`src/rtl/exec_ctrl_pkg.sv`:
```
// Shared types and constants for the execution controller.
package exec_ctrl_pkg;

    // Encodings are visible on the state output, so they are pinned explicitly.
    typedef enum logic [1:0] {
        S_PAUSED = 2'd0,
        S_STEP   = 2'd1,
        S_RUN    = 2'd2,
        S_HALTED = 2'd3
    } exec_state_t;

    localparam logic [31:0] EBREAK_INSN = 32'h00100073;

endpackage

```
`src/rtl/button_debouncer.sv`:
```
// Push-button conditioning: 2-FF synchronizer, stability counter and
// rising-edge pulse on the accepted level.
module button_debouncer #(
    parameter int DEBOUNCE_CYCLES = 500000
) (
    input  logic clk,
    input  logic reset,
    input  logic btn_raw,
    output logic btn_level,
    output logic rise_pulse
);

    localparam int CW = $clog2(DEBOUNCE_CYCLES + 1);

    logic          sync1_q, sync2_q;
    logic          level_q, level_d;
    logic          rise_q, rise_d;
    logic [CW-1:0] cnt_q, cnt_d;

    // Count consecutive cycles the synchronized input disagrees with the accepted level.
    always_comb begin
        // NOTE: every variable gets a default first so no path can infer a latch.
        level_d = level_q;
        rise_d  = 1'b0;
        cnt_d   = '0;
        if (sync2_q != level_q) begin
            if (cnt_q == CW'(DEBOUNCE_CYCLES - 1)) begin
                level_d = sync2_q;
                rise_d  = sync2_q;
            end else begin
                cnt_d = cnt_q + 1'b1;
            end
        end
    end

    // Synchronizer, stability counter and edge pulse registers.
    always_ff @(posedge clk or posedge reset) begin
        // NOTE: sequential state uses non-blocking assignments so every flop samples pre-edge values.
        if (reset) begin
            sync1_q <= 1'b0;
            sync2_q <= 1'b0;
            level_q <= 1'b0;
            rise_q  <= 1'b0;
            cnt_q   <= '0;
        end else begin
            sync1_q <= btn_raw;
            sync2_q <= sync1_q;
            level_q <= level_d;
            rise_q  <= rise_d;
            cnt_q   <= cnt_d;
        end
    end

    assign btn_level  = level_q;
    assign rise_pulse = rise_q;

endmodule

```
`src/rtl/exec_controller.sv`:
```
// Execution sequencer for the single-cycle core: single-step, divided free-run,
// and stop on PC breakpoint or EBREAK. Issues a registered one-cycle cpu_en.
module exec_controller
    import exec_ctrl_pkg::*;
#(
    parameter int DEBOUNCE_CYCLES = 500000,
    parameter int RUN_DIV         = 12500000,
    parameter int CNT_W           = 16
) (
    input  logic             clk,
    input  logic             reset,
    input  logic             step_btn,
    input  logic             run_sw,
    input  logic             break_en,
    input  logic [31:0]      break_pc,
    input  logic [31:0]      pc_current,
    input  logic [31:0]      instruction,
    output logic             cpu_en,
    output logic [1:0]       state,
    output logic             halted,
    output logic [CNT_W-1:0] step_count
);

    localparam int DIV_W = $clog2(RUN_DIV);

    exec_state_t      state_q, state_d;
    logic [DIV_W-1:0] div_q, div_d;
    logic             skip_bp_q, skip_bp_d;
    logic             cpu_en_q, cpu_en_d;
    logic             halted_q, halted_d;
    logic [CNT_W-1:0] cnt_q, cnt_d;

    logic btn_level;
    logic btn_rise;
    logic step_req;
    logic is_ebreak;
    logic div_tc;
    logic bp_hit;

    button_debouncer #(
        .DEBOUNCE_CYCLES(DEBOUNCE_CYCLES)
    ) u_debouncer (
        .clk       (clk),
        .reset     (reset),
        .btn_raw   (step_btn),
        .btn_level (btn_level),
        .rise_pulse(btn_rise)
    );

    // A rise is only meaningful while the accepted level is high.
    assign step_req  = btn_rise & btn_level;
    assign is_ebreak = (instruction == EBREAK_INSN);
    assign div_tc    = (div_q == DIV_W'(RUN_DIV - 1));
    assign bp_hit    = break_en && (pc_current == break_pc);

    // Next-state, divider, breakpoint-skip and enable decisions.
    always_comb begin
        state_d   = state_q;
        div_d     = div_q;
        skip_bp_d = skip_bp_q;
        cpu_en_d  = 1'b0;
        cnt_d     = cnt_q;
        case (state_q)
            S_PAUSED: begin
                if (is_ebreak) begin
                    state_d = S_HALTED;
                end else if (run_sw) begin
                    // Skip the breakpoint once so resuming from it makes progress.
                    state_d   = S_RUN;
                    div_d     = '0;
                    skip_bp_d = 1'b1;
                end else if (step_req) begin
                    state_d = S_STEP;
                end
            end
            S_STEP: begin
                if (is_ebreak) begin
                    state_d = S_HALTED;
                end else begin
                    cpu_en_d = 1'b1;
                    cnt_d    = cnt_q + 1'b1;
                    state_d  = S_PAUSED;
                end
            end
            S_RUN: begin
                if (is_ebreak) begin
                    state_d = S_HALTED;
                end else if (!run_sw) begin
                    state_d = S_PAUSED;
                    div_d   = '0;
                end else if (div_tc) begin
                    div_d = '0;
                    if (bp_hit && !skip_bp_q) begin
                        state_d = S_PAUSED;
                    end else begin
                        cpu_en_d  = 1'b1;
                        cnt_d     = cnt_q + 1'b1;
                        skip_bp_d = 1'b0;
                    end
                end else begin
                    div_d = div_q + 1'b1;
                end
            end
            S_HALTED: begin
                state_d = S_HALTED;
            end
            default: begin
                state_d = S_PAUSED;
            end
        endcase
        halted_d = (state_d == S_HALTED);
    end

    // State, divider, counter and registered outputs.
    always_ff @(posedge clk or posedge reset) begin
        if (reset) begin
            state_q   <= S_PAUSED;
            div_q     <= '0;
            skip_bp_q <= 1'b0;
            cpu_en_q  <= 1'b0;
            halted_q  <= 1'b0;
            cnt_q     <= '0;
        end else begin
            state_q   <= state_d;
            div_q     <= div_d;
            skip_bp_q <= skip_bp_d;
            cpu_en_q  <= cpu_en_d;
            halted_q  <= halted_d;
            cnt_q     <= cnt_d;
        end
    end

    assign cpu_en     = cpu_en_q;
    assign state      = state_q;
    assign halted     = halted_q;
    assign step_count = cnt_q;

endmodule

```
`config.mk`:
```
export PLATFORM = sky130hd
export DESIGN_NAME = exec_controller
export DESIGN_NICKNAME = d
export VERILOG_FILES = /design/src/rtl/exec_ctrl_pkg.sv /design/src/rtl/button_debouncer.sv /design/src/rtl/exec_controller.sv
export SDC_FILE = /design/constraint.sdc
export NUM_CORES = 1
export LEC_CHECK = 0
export ABC_CLOCK_PERIOD_IN_PS = 3300
export CAP_MARGIN = 20
export CELL_PAD_IN_SITES_DETAIL_PLACEMENT = 0
export CELL_PAD_IN_SITES_GLOBAL_PLACEMENT = 2
export CORE_AREA = 2 2 124 126
export CTS_BUF_LIST = sky130_fd_sc_hd__clkbuf_16
export DETAILED_ROUTE_END_ITERATION = 12
export DIE_AREA = 0 0 126 128
export HOLD_SLACK_MARGIN = 0.08
export PLACE_DENSITY = 0.81
export SLEW_MARGIN = 20
export SYNTH_ARGS = -nofsm -noshare
export SYNTH_HDL_FRONTEND = slang
export SYNTH_HIERARCHICAL = 1
export SYNTH_SLANG_ARGS = --single-unit
```
`constraint.sdc`:
```
create_clock -name clk -period 3.3 [get_ports clk]
set_input_delay 0.66 -clock clk [delete_from_list [all_inputs] [get_ports clk]]
set_output_delay 0.66 -clock clk [all_outputs]
set_load 0.02 [all_outputs]
```
==> results.py <==
metrics = {
    "layout": {
        "mostFrequentLayoutCells": "120 x clkdlybuf4s50_1, 68 x dfrtp_1, 46 x xnor2_1",
        "diodes": 0,
        "drive_gt1_share_pct": 7.32,
        "area_growth_pct": 42.1,
        "fin_nets": 664,
        "fillerInstances": 1528,
        "final_common_cell": "clkdlybuf4s50_1",
    },
    "setup_path": {
        "critPathCaptureType": "register",
        "start_kind": "register",
        "rr_worst_depth": 8,
        "worstSetupPathType": "reg -> reg",
        "worstPathRequired_ns": 3.51,
        "worstReg2RegEnd": "div_q[17]",
        "reg2reg_slack_ns": 0.34,
        "cp_max_fo": 18,
        "rr_startpoint": "div_q[6]",
        "critPathArrivalTime_ns": 3.17,
    },
    "synthesis": {
        "ys_seq_elements": 68,
        "yosysTopAreaCell": "dfrtp_1",
        "synth_top_area_share_pct": 41.8,
        "ys_top_cells_by_area": "dfrtp_1 42%, xnor2_1 9.9%, nor2_1 3.9%",
        "synth.net_count": 536,
        "ys_types": 56,
        "netlist_instances": 427,
        "yosysSeqAreaShare_pct": 41.8,
        "yosysWarnings": 6,
        "syn_area_um2": 4070,
        "postSynthAreaPerCell_um2": 9.54,
    },
    "route": {
        "viasPerCell": 4.80,
        "drtAntennaViolNets": 0,
        "avgRoutedWirePerCell_um": 14.8,
        "drtIter0Drc": 135,
        "routed_wl_um": 11100,
        "dr.pass1.iters": 4,
        "drc": 0,
        "via_count": 3589,
    },
    "clock_network": {
        "htreeDepth": 3,
        "cts.sinks": 68,
        "clk_path_buf_depth": 2,
        "clk_latency_ns": 0.34,
        "cts_resized": 0,
        "cts_buffers": 9,
        "path_clk_slew_ns": 0.06,
        "cts_root_buffer": "clkbuf_16",
        "cts_tree": "yes",
        "cts_hold_buf": 0,
        "post_cts_buffers": 0,
    },
    "min_path": {
        "holdPathStages": 0,
        "hold_path_end": "u_debouncer/sync2_q",
        "hold_start": "u_debouncer/sync1_q",
        "hold_path.class": "reg -> reg",
    },
    "flow_run": {
        "cap_violations": 0,
    },
    "power": {
        "p_leak_nw": 2.30,
        "power_per_cell_area_nw_per_um2": 399,
        "max-vdd-ir-drop_uv": 403,
        "totalPowerFinal_w": 0.00231,
    },
    "grt": {
        "antenna_found_initial": 0,
        "grt_use_total_pct": 14.6,
        "grt_pass1_vias": 3869,
        "grt_max_degree": 29,
        "grt_pass1_wl_um": 19100,
        "grt_overflow_total": 0,
    },
    "timing": {
        "tightestPinTransition_ns": 0.872,
        "finClkSkew_ns": 0.00449,
        "fin_crit_ns": 2.96,
        "setup_ws_ns": 0.341,
        "tns_ns": 0,
        "layout_worst_path_cycle_share_pct": 89.7,
        "slew_viol_final": 0,
        "rsz0062_at_grt": "no",
        "clock.fmax_mhz": 338,
        "finalSetupViolCount": 0,
        "hold_viol": 0,
        "relSlewSlack_pct": 41.8,
    },
    "run_status": {
        "status": "finished clean",
    },
    "place": {
        "dp_slack_ns": 0.319,
        "dp_hpwl_um": 8550,
        "numPortBuffers": 120,
        "routabilityCongestion": 0.783,
    },
    "die": {
        "ios": 121,
        "die_x_um": 126,
        "dieArea_um2": 16100,
        "core_um2": 14900,
        "num_rows": 45,
        "initial_utilization_pct": 27.4,
        "chipHeight_um": 128,
    },
}
## worst max-delay path by stage
| stage | slack, ns | to | cells after the start | start |
|---|---|---|---|---|
| final | 0.34 | div_q[17] | 8 | div_q[6] |
| after global routing | 0.19 | div_q[18] | 8 | div_q[6] |
| after CTS | 0.32 | div_q[17] | 8 | div_q[6] |
| after detailed placement | 0.32 | div_q[18] | 8 | div_q[6] |
| after global placement | 0.35 | step_count[1] | 8 | break_pc[20] |
| after floorplan | 0.70 | div_q[12] | 8 | div_q[6] |
## stage by stage
step                hold slack, ns  std cells  utilization, %  instance area (um2)
finish                       0.355        748            38.9                 5790
CTS                          0.361        748            38.9                 5790
floorplan                    0.331        427               -                 4070
global route                 0.378        748            38.9                 5790
detailed placement           0.351        732            37.0                 5500
global placement             0.349        732            37.0                 5500
## registers in the layout, indices dropped and copies added (netlist names)
signal                  flops
u_debouncer/btn_level       1
state                       2
cpu_en                      1
halted                      1
u_debouncer/rise_pulse      1
u_debouncer/sync2_q         1
skip_bp_q                   1
u_debouncer/cnt_q          19
div_q                      24
step_count                 16
u_debouncer/sync1_q         1
## Yosys cell counts, drive strengths merged
cell	n
dfrtp	68
xnor2	46
nor2	42
o21ai	37
nand2	30
nand3	25
nand4	15
xor2	15
inv	14
nor4	14
nor3	12
o31ai	12
a21oi	11
and3	11
ha	8
buf	6
or4	6
a31oi	4
clkbuf	4
nand4b	4
nor2b	4
nor3b	4
or4b	3
a21o	2
and2	2
mux2	2
nand2b	2
nor4b	2
nor4bb	2
o21bai	2
o41ai	2
or2	2
or3	2
a211o	1
a22o	1
and2b	1
and4	1
and4b	1
mux2i	1
nand3b	1
nand4bb	1
o211ai	1
o22a	1
o32ai	1
or4bb	1
## power breakdown
part	switching, W	internal (W)	leakage (nW)	total (W)
Sequential	0.0000227	0.000853	0.920	0.000876
Clock	0.000366	0.000580	0.139	0.000946
Combinational	0.000241	0.000246	1.24	0.000487
Total	0.000630	0.00168	2.30	0.00231
## logic make-up after synthesis
kind of cell,after synthesis,share of synthesized area (%)
AO/OA/AOI/OAI,75,11.3
buffers and inverters,24,3.22
AND/OR/NAND/NOR,188,27.3
adder cells (fa/ha/maj),8,2.46
flip-flops,68,41.8
multiplexers,3,0.798
XOR/XNOR,61,13.1
## metal layers
metal | global-route usage [%] | part of all wire [%] | up-vias
met5 | 0 | 0 | -
met4 | 4.91 | 2.3 | 0
met3 | 3.63 | 3.4 | 18
met2 | 24.9 | 50 | 64
met1 | 18.0 | 45 | 1709
li1 | - | - | 1798
## layout make-up
type	instances	area [um2]	share of cell area (%)
tap	188	235	4.06
multi-input combinational	335	2240	38.7
timing repair buffer	127	1270	21.9
sequential	68	1700	29.4
clock buffer	9	225	3.89
inverter	14	52.6	0.908
clock inverter	7	67.6	1.17
## critical path: stages (launching register included)
cell and delay, ns:
dfrtp_1 0.44, or4b_1 0.54, or4_4 0.51, or4b_4 0.56, nand3_2 0.30, buf_4 0.22
a21oi_1 0.04, o21ai_0 0.15, o31ai_1 0.09
Note: power is estimated with default switching activity, not from simulation.
==> RTL change 1, RTL diff (same settings) <==
`RUN_DIV`: 12500000 -> 6250000.
--- a/src/rtl/exec_controller.sv
+++ b/src/rtl/exec_controller.sv
@@ -5,5 +5,5 @@
 #(
     parameter int DEBOUNCE_CYCLES = 500000,
-    parameter int RUN_DIV         = 12500000,
+    parameter int RUN_DIV         = 6250000,
     parameter int CNT_W           = 16
 ) (
Behaviour: same outputs for any inputs over 4 cycles, from zero or initial values and one cycle with reset high; that may be too few to reach the edited logic, so the function may still have changed.
==> RTL change 1 against the original RTL <==
- wire length rose by 1.2%
- synthesized area rose by 1.3%
- fmax rose by 11%
- clock skew rose by 5.6 ps
- non-clock buffer count fell by 4
- hold slack improved by 4.5 ps
- sequential share of layout area fell by 0.67 points
- worst setup slack improved by 290 ps
- die area did not move
- cell area rose by 0.84%
- critical path type is now in -> reg
- sequential cell count fell by 1
- core utilization rose by 0.33 points
- count of clock-buffer cells in the layout did not move
Power is not compared: it rests on default switching activity, and its combinational part moved more than twofold at a synthesized area within 25%.
==> RTL change 1: results (changes against the original RTL) <==
| Metric | Value |
|---|---|
| Status | completed |
| Global Route Usage Sum | 13.7% (-0.84 points) |
| Adder-cell share of the synthesized area | 2.43% (-0.031 points) |
| Synth area leaders | dfrtp_1 (41%), xor2_1 (8.7%), o21ai_0 (4.4%) |
| Share of post-route cells with drive strength above 1 | 5.98% (-1.3 points) |
| RR Endpoint | step_count[11]$_DFFE_PP0P_ |
| Routability cong. | 0.788 (+0.63%) |
| RR Startpoint | div_q[0]$_DFFE_PP0P_ |
| Tmin final | 2670 ps (-286 ps) |
| Seq/Total Area, Yosys | 40.6% (-1.1 points) |
| Hold Slack | 360 ps (+4.54 ps) |
| Setup WS pre-CTS | 267 ps (-51.4 ps) |
| Number of global-route vias before repair | 3600 (-7.0%) |
| DPL Wire Length | 8350 µm (-2.3%) |
| Vias per Instance | 4.85 (+1.0%) |
| WL final | 11200 µm (+1.2%) |
| Measured slew at the worst slew-check pin | 905 ps (+33.7 ps) |
| Crit-path slowest cell | or4_1 |
| Synth Area in XOR/XNOR | 12.1% (-1.0 points) |
| Post-synth top cells | dfrtp_1 (67), nor2_1 (48), xor2_1 (41) |
| Critical Path Max Stage Delay | 680 ps (+120 ps) |
| Nets | 689 (+3.8%) |
| Layout Skew | 10.1 ps (+5.59 ps) |
| WP data arrival | 2890 ps (-280 ps) |
| Crit path capture | step_count[1]$_DFFE_PP0P_ |
| Launch point of the worst path | instruction[23] |
| Synthesized Nets | 566 (+5.6%) |
| Drt initial violations | 123 (-8.9%) |
| Pin count of the biggest net entering global routing | 45 (+55%) |
| Max reg flops | 23 (-4.2%) |
| Post-synth cell types | 51 (-8.9%) |
| Compound-gate portion of the synthesized area | 10.6% (-0.75 points) |
| First-pass GRT wire length | 18000 µm (-5.8%) |
| Placed Area | 5550 µm² (+0.89%) |
| Post-synthesis mux area share | 1.03% (+0.23 points) |
[RTL change 1: cell count changes after synthesis, sizes merged, moves of 6 or more]
| cell | delta |
|---|---|
| xnor2 | -30 |
| nor2 | +6 |
| nand2 | +10 |
| xor2 | +26 |
| nor4 | +11 |
| o31ai | -6 |
[RTL change 1: cell type report]
class | count | area (µm²)
clock buffer | 9 | 225
inverter | 17 | 65.1
sequential | 67 | 1680
tap | 188 | 235
fill | 1483 | 9030
multi-input combinational | 362 | 2330
clock inverter | 7 | 66.3
timing repair buffer | 123 | 1240
[RTL change 1: metrics by stage]
stage / total power [µW] / std cells
finish: 1990 / 773
CTS: 2010 / 773
global placement: 1060 / 757
floorplan: 915 / 457
global route: 2070 / 773
detailed placement: 1060 / 757
[RTL change 1: routing by layer]
layer / global-route usage (%) / vias up / part of all wire (%)
met5: 0 / - / 0
met4: 4.72 / 0 / 1.3
met3: 2.88 / 13 / 5.0
met2: 23.2 / 94 / 49
met1: 17.5 / 1757 / 45
li1: - / 1882 / -
[RTL change 1: power groups by stage]
stage / Combinational (µW) / Clock [µW] / Sequential (µW)
detailed placement: 215 / 0 / 846
CTS: 217 / 965 / 831
finish: 214 / 941 / 831
floorplan: 70.1 / 0 / 845
global placement: 213 / 0 / 846
global route: 232 / 1010 / 831
[RTL change 1: worst register-to-register path, delay by kind of cell (launching register included)]
family | cells | cell delay (ps)
compound gates | 2 | 610
xor+xnor | 1 | 180
fa+ha+maj | 1 | 220
flops | 1 | 370
simple gates | 4 | 1130
[RTL change 1: cells by family (layout without fill, tap and decap cells)]
group                      count (synthesis)  in the layout
adders and majority gates                  8              8
xor gates and xnor gates                  57             57
AOI/OAI and AO/OA                         72             72
DFF                                       67             67
and+or+nand+nor                          221            221
muxes                                      4              4
buffers and inverters                     28            156
==> RTL change 2, RTL diff (same settings) <==
Made on the original files. Remove the register `cpu_en_q`: a continuous assignment takes its place, so the output `cpu_en` follows one clock earlier.
--- a/src/rtl/exec_controller.sv
+++ b/src/rtl/exec_controller.sv
@@ -118,5 +118,4 @@
             div_q     <= '0;
             skip_bp_q <= 1'b0;
-            cpu_en_q  <= 1'b0;
             halted_q  <= 1'b0;
             cnt_q     <= '0;
@@ -125,9 +124,10 @@
             div_q     <= div_d;
             skip_bp_q <= skip_bp_d;
-            cpu_en_q  <= cpu_en_d;
             halted_q  <= halted_d;
             cnt_q     <= cnt_d;
         end
     end
+
+    assign cpu_en_q = cpu_en_d;
 
     assign cpu_en     = cpu_en_q;
Formal check against the unedited RTL: no difference found for any inputs over 10 cycles, from zero or initial values and one cycle with reset high; that may be too few to reach the edited logic, so the function may still have changed.
==> RTL change 2 against the original RTL <==
- sequential cell count down 1
- worst setup slack worse by 160 ps
- wire length down 1.6%
- final cell count up 1.3%
- first-iteration DRC count up 69%
- cell area up 1.3%
- clock skew up 5.7 ps
- synthesized cell count down 0.23%
- critical path depth down 2
- sequential share of layout area down 0.82 points
- synthesized area down 0.61%
- count of clock-buffer cells in the layout unchanged
- total power up 2.8%
- largest power group unchanged
==> RTL change 2: results (changes against the original RTL) <==
| Metric | Value |
|---|---|
| Number of global-route vias before repair | 3761 (-2.8%) |
| WL per Instance | 14.4 µm (-2.9%) |
| Synthesized Nets | 535 (-0.19%) |
| First-pass GRT wire length | 18000 µm (-5.8%) |
| Diode count | 0 (unchanged) |
| Routability cong. | 0.783 (about the same) |
| Vias per Instance | 4.84 (+0.80%) |
| R2R setup slack | 400 ps (+60 ps) |
| Layout Skew | 10.2 ps (+5.74 ps) |
| Global Route Usage Sum | 13.9% (-0.70 points) |
| Leak pwr | 0.00237 µW (+3.0%) |
| Worst-Skew Late Latency | 340 ps (about the same) |
| Drt initial violations | 228 (+69%) |
| Placed Cells | 742 (+1.4%) |
| Post-synth cell types | 56 (unchanged) |
| Worst rel slew slack | 41.1% (-0.70 points) |
| Crit Path Max Fanout | 2 (-16) |
| Worst R2R Path Depth | 8 (unchanged) |
| DPL Wire Length | 8210 µm (-3.9%) |
| RR Endpoint | div_q[3]$_DFFE_PP0P_ |
| Status | completed |
| Nets | 674 (+1.5%) |
| RR Startpoint | div_q[5]$_DFFE_PP0P_ |
| Share of post-route cells with drive strength above 1 | 8.77% (+1.5 points) |
| Clock Pin Slew Worst Setup and Hold Paths | 60 ps (about the same) |
| Synth area leaders | dfrtp_1 (41%), xnor2_1 (10%), nor2_1 (3.9%) |
| Pins Over Slew Limit | 0 (unchanged) |
| Mapped Cells | 426 (-0.23%) |
| Seq/Total Area, Yosys | 41.4% (-0.36 points) |
| Post-synth top cells | dfrtp_1 (67), xnor2_1 (46), nor2_1 (42) |
| FILL cells | 1489 (-2.6%) |
| WP data arrival | 2460 ps (-710 ps) |
| Vias post-DR | 3666 (+2.1%) |
| Pin count of the biggest net entering global routing | 45 (+55%) |
| Max rail drop VDD | 0.181 mV (-55%) |
==> RTL change 2: cell count changes after synthesis <==
cell,before,now
dfrtp_1,68,67
==> RTL change 2: through the flow <==
stage	instance area (µm²)	worst slack, ps	total power [µW]	hold WS, ps	util, %
after floorplan	4050	498	1140	331	-
after global placement	5550	-64.1	1370	334	37.4
after detailed placement	5550	-47.3	1380	349	37.4
after CTS	5870	28.3	2410	362	39.5
after global routing	5870	34.7	2500	372	39.5
final	5870	181	2370	360	39.5
==> RTL change 2: report_power, final <==
| group | internal, µW | switching, µW |
|---|---|---|
| logic | 255 | 246 |
| clock network | 652 | 358 |
| registers | 841 | 21.9 |
==> RTL change 2: worst max path at each step <==
stage	start	slack, ps	end
floorplan	div_q[6]$_DFFE_PP0P_	500	cpu_en
global placement	break_pc[3]	-60	cpu_en
detailed placement	break_pc[24]	-50	cpu_en
CTS	div_q[5]$_DFFE_PP0P_	30	cpu_en
global route	div_q[5]$_DFFE_PP0P_	30	cpu_en
finish	div_q[5]$_DFFE_PP0P_	180	cpu_en
==> RTL change 2: cell type report <==
type | count | area, µm² | area share (%)
Clock inverter | 7 | 83.8 | 1.43
Sequential cell | 67 | 1680 | 28.6
Inverter | 14 | 52.6 | 0.896
Multi-Input combinational cell | 335 | 2250 | 38.3
Timing Repair Buffer | 138 | 1340 | 22.9
Tap cell | 188 | 235 | 4.01
Clock buffer | 9 | 225 | 3.84
==> RTL change 2: critical path: stages, from the launching register on <==
cell,delay [ps]
dfrtp_1,370
or4b_1,510
or4_4,510
nor4_4,280
nand2_1,90
a21oi_1,170
buf_2,190
==> RTL change 2: routing by layer <==
metal | vias to the layer above | global-route usage, % | share of wire, %
met2 | 102 | 22.8 | 47
met5 | - | 0 | 0
li1 | 1812 | - | -
met1 | 1735 | 17.5 | 45
met4 | 0 | 6.59 | 2.3
met3 | 17 | 2.96 | 5.3
==> RTL change 2: kinds of logic after synthesis <==
| kind of cell | after synthesis | share of synthesized area (%) |
|---|---|---|
| xor gates and xnor gates | 61 | 13.2 |
| buffers and inverters | 24 | 3.24 |
| AOI/OAI and AO/OA | 75 | 11.4 |
| muxes | 3 | 0.803 |
| adders and majority gates | 8 | 2.47 |
| and+or+nand+nor | 188 | 27.5 |
| DFF | 67 | 41.4 |
==> RTL change 2: what timing repair did <==
action,4_1_cts,5_1_grt
setup buffers,0,0
endpoints found under the setup margin,1,1
gates resized for setup,4,1
